**src/rtl/pipe_ctrl.sv**
```systemverilog
// Pipeline stall/flush controller for the openMIPS 5-stage core: merges ID/EX stall requests,
// sequences multi-cycle EX ops and issues redirect flushes. Define STALL_CNT_EN to add stall_cycles.
module pipe_ctrl #(
  parameter int MC_CNT_W = 6
) (
  input  logic                clk,
  input  logic                rst_,
  input  logic                stallreq_id,
  input  logic                stallreq_ex,
  input  logic                mc_start,
  input  logic [MC_CNT_W-1:0] mc_len,
  input  logic                flush_req,
  input  logic [31:0]         flush_pc,
  output logic [5:0]          stall,
  output logic                flush,
  output logic [31:0]         new_pc,
  output logic                mc_busy,
  output logic                mc_done
`ifdef STALL_CNT_EN
  ,
  output logic [31:0]         stall_cycles
`endif
);

  typedef enum logic [1:0] {
    IDLE    = 2'b00,
    MC_RUN  = 2'b01,
    MC_DONE = 2'b10
  } state_t;

  localparam logic [MC_CNT_W-1:0] CNT_ZERO = MC_CNT_W'(0);
  localparam logic [MC_CNT_W-1:0] CNT_ONE  = MC_CNT_W'(1);
  localparam logic [5:0] STALL_NONE = 6'b000000;
  localparam logic [5:0] STALL_EX   = 6'b001111;
  localparam logic [5:0] STALL_ID   = 6'b000111;

  state_t              state_r, state_next_s;
  logic [MC_CNT_W-1:0] cnt_r, cnt_next_s;
  logic [MC_CNT_W-1:0] eff_len_s;
  logic                mc_stall_s;
  logic                flush_r;
  logic [31:0]         new_pc_r;
  logic                mc_busy_r, mc_done_r;

  // Zero-length requests still occupy EX for one cycle.
  always_comb begin
    if (mc_len == CNT_ZERO) begin
      eff_len_s = CNT_ONE;
    end else begin
      eff_len_s = mc_len;
    end
  end

  // Next-state logic; a flush request aborts any op and discards a same-cycle start.
  always_comb begin
    state_next_s = state_r;
    cnt_next_s   = cnt_r;
    mc_stall_s   = 1'b0;
    case (state_r)
      IDLE, MC_DONE: begin
        if (mc_start && !flush_req) begin
          mc_stall_s = 1'b1;
          if (eff_len_s == CNT_ONE) begin
            state_next_s = MC_DONE;
            cnt_next_s   = CNT_ZERO;
          end else begin
            state_next_s = MC_RUN;
            cnt_next_s   = eff_len_s - CNT_ONE;
          end
        end else begin
          state_next_s = IDLE;
          cnt_next_s   = CNT_ZERO;
        end
      end
      MC_RUN: begin
        mc_stall_s = 1'b1;
        if (cnt_r <= CNT_ONE) begin
          state_next_s = MC_DONE;
          cnt_next_s   = CNT_ZERO;
        end else begin
          state_next_s = MC_RUN;
          cnt_next_s   = cnt_r - CNT_ONE;
        end
      end
      default: begin
        state_next_s = IDLE;
        cnt_next_s   = CNT_ZERO;
      end
    endcase
    if (flush_req) begin
      state_next_s = IDLE;
      cnt_next_s   = CNT_ZERO;
    end else begin
      state_next_s = state_next_s;
    end
  end

  // State, counter and registered outputs.
  always_ff @(posedge clk) begin
    if (rst_) begin
      state_r   <= IDLE;
      cnt_r     <= CNT_ZERO;
      flush_r   <= 1'b0;
      new_pc_r  <= 32'h0000_0000;
      mc_busy_r <= 1'b0;
      mc_done_r <= 1'b0;
    end else begin
      state_r   <= state_next_s;
      cnt_r     <= cnt_next_s;
      flush_r   <= flush_req;
      mc_busy_r <= (state_next_s == MC_RUN);
      mc_done_r <= (state_next_s == MC_DONE);
      if (flush_req) begin
        new_pc_r <= flush_pc;
      end else begin
        new_pc_r <= new_pc_r;
      end
    end
  end

  // Zero-latency stall vector; a flush pulse clears the pipe so nothing may hold.
  always_comb begin
    stall = STALL_NONE;
    if (rst_) begin
      stall = STALL_NONE;
    end else if (flush_r) begin
      stall = STALL_NONE;
    end else if (stallreq_ex || mc_stall_s) begin
      stall = STALL_EX;
    end else if (stallreq_id) begin
      stall = STALL_ID;
    end else begin
      stall = STALL_NONE;
    end
  end

  assign flush   = flush_r;
  assign new_pc  = new_pc_r;
  assign mc_busy = mc_busy_r;
  assign mc_done = mc_done_r;

`ifdef STALL_CNT_EN
  logic [31:0] stall_cycles_r;

  // Saturating count of cycles in which the PC was held.
  always_ff @(posedge clk) begin
    if (rst_) begin
      stall_cycles_r <= 32'h0000_0000;
    end else if (stall[0] && (stall_cycles_r != 32'hFFFF_FFFF)) begin
      stall_cycles_r <= stall_cycles_r + 32'h0000_0001;
    end else begin
      stall_cycles_r <= stall_cycles_r;
    end
  end

  assign stall_cycles = stall_cycles_r;
`endif

endmodule

```
**config.mk**
```make
export PLATFORM = sky130hd
export DESIGN_NAME = pipe_ctrl
export DESIGN_NICKNAME = d
export VERILOG_FILES = /design/src/rtl/pipe_ctrl.sv
export SDC_FILE = /design/constraint.sdc
export NUM_CORES = 1
export LEC_CHECK = 0
export BUFFER_PORTS_ARGS = -buffer_cell sky130_fd_sc_hd__clkbuf_2
export CAP_MARGIN = 20
export CORE_UTILIZATION = 48
export CTS_BUF_LIST = sky130_fd_sc_hd__clkbuf_4
export CTS_CLUSTER_SIZE = 28
export DETAILED_ROUTE_END_ITERATION = 10
export PLACE_DENSITY_LB_ADDON = 0.08
export SYNTH_ARGS = -nofsm -noshare
export SYNTH_HDL_FRONTEND = slang
export SYNTH_SLANG_ARGS = --single-unit
```
**constraint.sdc**
```tcl
create_clock -name clk -period 2.2 [get_ports clk]
set_clock_uncertainty 0.2 [all_clocks]
set_input_delay 0.33 -clock clk [delete_from_list [all_inputs] [get_ports clk]]
set_output_delay 0.33 -clock clk [all_outputs]
set_load 0.01 [all_outputs]
```
==> tab_implementation.tex <==
\begin{tabular}{lr}
\hline
Metric & Value \\
\hline
\multicolumn{2}{l}{\textbf{Clock tree}} \\
Clk buf depth & 2 \\
CTS H-Tree Depth & 2 \\
Sink count of the clock tree & 43 \\
Hold\_buf cts & 0 \\
Setup Buffers After CTS & 0 \\
TritonCTS clock tree & built \\
Number of resized instances in the post-cts repair step & 0 \\
Root buffer selected by CTS & sky130\_fd\_sc\_hd\_\_clkbuf\_4 \\
Cts bufs inserted & 5 \\
Clock-pin slew on the worst setup and hold paths & 110 ps \\
Clock latency of the later-clocked register in the worst-skew pair & 330 ps \\
\multicolumn{2}{l}{\textbf{STA}} \\
Setup repair after global routing missed its margin & false \\
Maximum clock rate & 485 MHz \\
Total negative slack for setup checks & 0 ps \\
Final period utilization & 0.938 \\
Final period demand of the worst path & 2060 ps \\
Setup Viol. Count Final & 0 \\
Hold\_ws & 18.6 ps \\
Pins Over Slew Limit & 0 \\
Final hold violations & 0 \\
\multicolumn{2}{l}{\textbf{Yosys}} \\
Post-Synth Adder-Cell Area & 0.0277 \\
Cell type with the largest total area after synthesis & sky130\_fd\_sc\_hd\_\_dfxtp\_1 \\
Cell area after synthesis & 1810 µm² \\
Proportion of synthesized chip area in sequential cells & 0.476 \\
Syn Inst Count & 179 \\
Post-synthesis share of cell area spent on xor and xnor gates & 0.0291 \\
Warnings from Yosys & 0 \\
Portion of netlist area occupied by mux cells & 0.177 \\
Top cells by area, synth & sky130\_fd\_sc\_hd\_\_dfxtp\_1, sky130\_fd\_sc\_hd\_\_mux2i\_1, sky130\_fd\_sc\_hd\_\_nor2\_1, sky130\_fd\_sc\_hd\_\_ha\_1, sky130\_fd\_sc\_hd\_\_xnor2\_1 \\
Average cell area after synthesis & 10.1 µm² \\
Number of distinct library cells after synthesis & 37 \\
Fraction of the mapped netlist area in simple logic gates & 0.166 \\
Fraction of synthesis flops using an asynchronous set or reset pin & 0 \\
Top FF cell, synth & sky130\_fd\_sc\_hd\_\_dfxtp\_1 \\
Top cells by instance count after synthesis & sky130\_fd\_sc\_hd\_\_dfxtp\_1, sky130\_fd\_sc\_hd\_\_nor2\_1, sky130\_fd\_sc\_hd\_\_mux2i\_1, sky130\_fd\_sc\_hd\_\_nor3\_1, sky130\_fd\_sc\_hd\_\_xnor2\_1 \\
Number of synthesized flops with an enable pin & 0 \\
Synth top area share & 0.476 \\
Post-synthesis sequential element count & 43 \\
Dominant combinational cell family by area after synthesis & multiplexers \\
Synth Area in Compound Gates & 0.0755 \\
\multicolumn{2}{l}{\textbf{Detailed routing}} \\
Number of iterations in the first detailed-routing pass & 4 \\
DRT Wirelength & between 3000 and 4000 µm \\
Average via count per standard cell & 4.86 \\
Drt first-iter violations & 67 \\
Residual DRC count & 0 \\
DR vias & 1525 \\
Remaining antenna violation count & 0 \\
Mean routed wirelength per cell & roughly 11 µm \\
\multicolumn{2}{l}{\textbf{Place}} \\
Buffers added on ports & 82 \\
Cell area after placement & $\sim$2300 µm² \\
HPWL after detailed placement & 2730 µm \\
Count of placed standard cells including taps & 306 \\
Final weighted congestion in routability-driven placement & 0.841 \\
\multicolumn{2}{l}{\textbf{Worst setup path}} \\
Largest incremental delay on the critical path & 430 ps \\
Worst-path cell with the longest stage delay & sky130\_fd\_sc\_hd\_\_dfxtp\_1 \\
Crit start category & flop \\
Endpoint type of the worst setup path & output port \\
Worst EP required & 1670 ps \\
Worst Path Max Fanout & 4 \\
Number of cell instances on the worst register-to-register path & 4 \\
Setup slack on the worst flop-to-flop path & 470 ps \\
R2r endpoint & cnt\_r[0] \\
Critical Path Source & state\_r[0] \\
Startpoint of the worst-slack reg-to-reg timing path & cnt\_r[2] \\
WP buf/inv & 1 \\
Family with the most delay on the worst path & simple AND/OR/NAND/NOR gates \\
Critical setup path kind & reg -> out \\
Worst EP arrival & 1530 ps \\
Series of cell instances along the critical path & and2b\_1 > nor4\_1 > nor3\_1 > clkbuf\_2 \\
\multicolumn{2}{l}{\textbf{Finish}} \\
Antenna fix cells & 0 \\
Fraction of layout instances using a drive strength above 1 & 0.392 \\
Non-filler instance count after layout & 314 \\
Fin area & 2340 µm² \\
Filler cell count in the final layout & around 310 \\
Signed area change from the synthesized netlist to the final layout & 29.8\% \\
Final Net Count & 316 \\
\multicolumn{2}{l}{\textbf{Die}} \\
Core footprint & between 3000 and 4000 µm² \\
Standard-cell rows & 21 \\
Vertical die dimension & 63.4 µm \\
Die area & 4010 µm² \\
Die outline width & approximately 63 µm \\
Starting utilization of the core area & 0.521 \\
Top Ports & 85 \\
\multicolumn{2}{l}{\textbf{Global route}} \\
Overall track demand over capacity in global routing & 0.190 \\
Maximum number of pins on one net before global-route repair & 33 \\
First-pass GRT wire length & 6030 µm \\
Via count of the first global-routing pass & 1426 \\
Remaining global-route overflow & 0 \\
Initial antenna violation count & 0 \\
\multicolumn{2}{l}{\textbf{Worst hold path}} \\
Endpoint of the worst hold-timing path & new\_pc[25] \\
Hold path startpoint & flush\_pc[25] \\
Cell depth of the worst min-delay path & 3 \\
Tightest Hold Check Type & in -> reg \\
\multicolumn{2}{l}{\textbf{Run status}} \\
Outcome & finished, final reports clean \\
\multicolumn{2}{l}{\textbf{Power and ir drop}} \\
Power share of the sequential group & 0.586 \\
Share of total power consumed by net switching & 0.262 \\
Cell area power density & 612 nW/µm² \\
Net switching power figure & 0.000376 W \\
Share of total power in combinational logic & 0.178 \\
Internal power of the cells & 0.00106 W \\
Part of the total power dissipated in the clock network & 0.236 \\
Maximum resistive drop on vdd & $\sim$400 µV \\
Pleak & $\sim$1.2 nW \\
\multicolumn{2}{l}{\textbf{Run}} \\
Number of max-cap violations & 0 \\
\hline
\end{tabular}
-- how the worst max path moves through the flow --
stage / to / depth (start not counted)
2_1_floorplan: state_r[0] / 9
3_3_place_gp: mc_busy / 10
3_5_place_dp: state_r[0] / 10
4_1_cts: stall[1] / 4
5_1_grt: stall[1] / 4
6_report: stall[1] / 4
-- metal layers --
metal  vias up  track usage  share of wire
met1       682        0.234           0.46
li1        788            -              -
met2        52        0.313           0.47
met3         3       0.0652          0.072
met4         0       0.0511         0.0039
met5         -            0              0
-- power groups by stage --
stage	registers (W)	logic, W	clock network [W]
final	0.000841	0.000256	0.000339
after global routing	0.000847	0.000284	0.000384
after CTS	0.000841	0.000258	0.000353
after detailed placement	0.000858	0.000257	0
after global placement	0.000858	0.000254	0
after floorplan	0.000874	0.000133	0
-- cell usage in the layout, fill, tap and decap left out, drive strengths merged, types with 2 or more instances in the layout --
| master | count |
|---|---|
| dfxtp | 43 |
| clkinv | 3 |
| nor3 | 8 |
| o22a | 3 |
| buf | 10 |
| ha | 4 |
| or4 | 2 |
| xnor2 | 5 |
| conb | 2 |
| nor3b | 3 |
| nor2 | 43 |
| clkbuf | 87 |
| inv | 4 |
| o31ai | 2 |
| mux2i | 32 |
-- through the flow --
step                      total power [W]  setup WS (ps)  utilization
after global routing              0.00152           35.6        0.676
after global placement            0.00111          -18.6        0.660
after detailed placement          0.00112          -60.8        0.660
after floorplan                   0.00101            147            -
final                             0.00144            137        0.676
after CTS                         0.00145            112        0.673
-- registers in the layout (all words and copies together) (netlist names) --
| name | count |
|---|---|
| cnt_r | 6 |
| flush | 1 |
| mc_busy | 1 |
| mc_done | 1 |
| new_pc | 32 |
| state_r | 2 |
-- worst register-to-register path, cell delays in order, from the launching register on --
cell	delay [ps]
sky130_fd_sc_hd__dfxtp_1	350
sky130_fd_sc_hd__or3_1	440
sky130_fd_sc_hd__o31ai_4	390
sky130_fd_sc_hd__o32a_1	220
sky130_fd_sc_hd__nor2_1	40
-- logic make-up after synthesis --
group	count (synthesis)
AO/OA/AOI/OAI	15
AND/OR/NAND/NOR	61
buffers and inverters	17
adder cells (fa/ha/maj)	4
XOR/XNOR	6
other	1
flip-flops	43
multiplexers	32
-- cell type report --
cell class	count	area [µm²]	share of cell area
clock inverter	2	8.76	0.00374
multi-input combinational	120	866	0.369
tap	46	57.6	0.0245
clock buffer	5	37.5	0.0160
timing repair buffer	93	495	0.211
inverter	5	18.8	0.00800
sequential	43	861	0.367
Note: power is estimated with default switching activity, not from simulation.
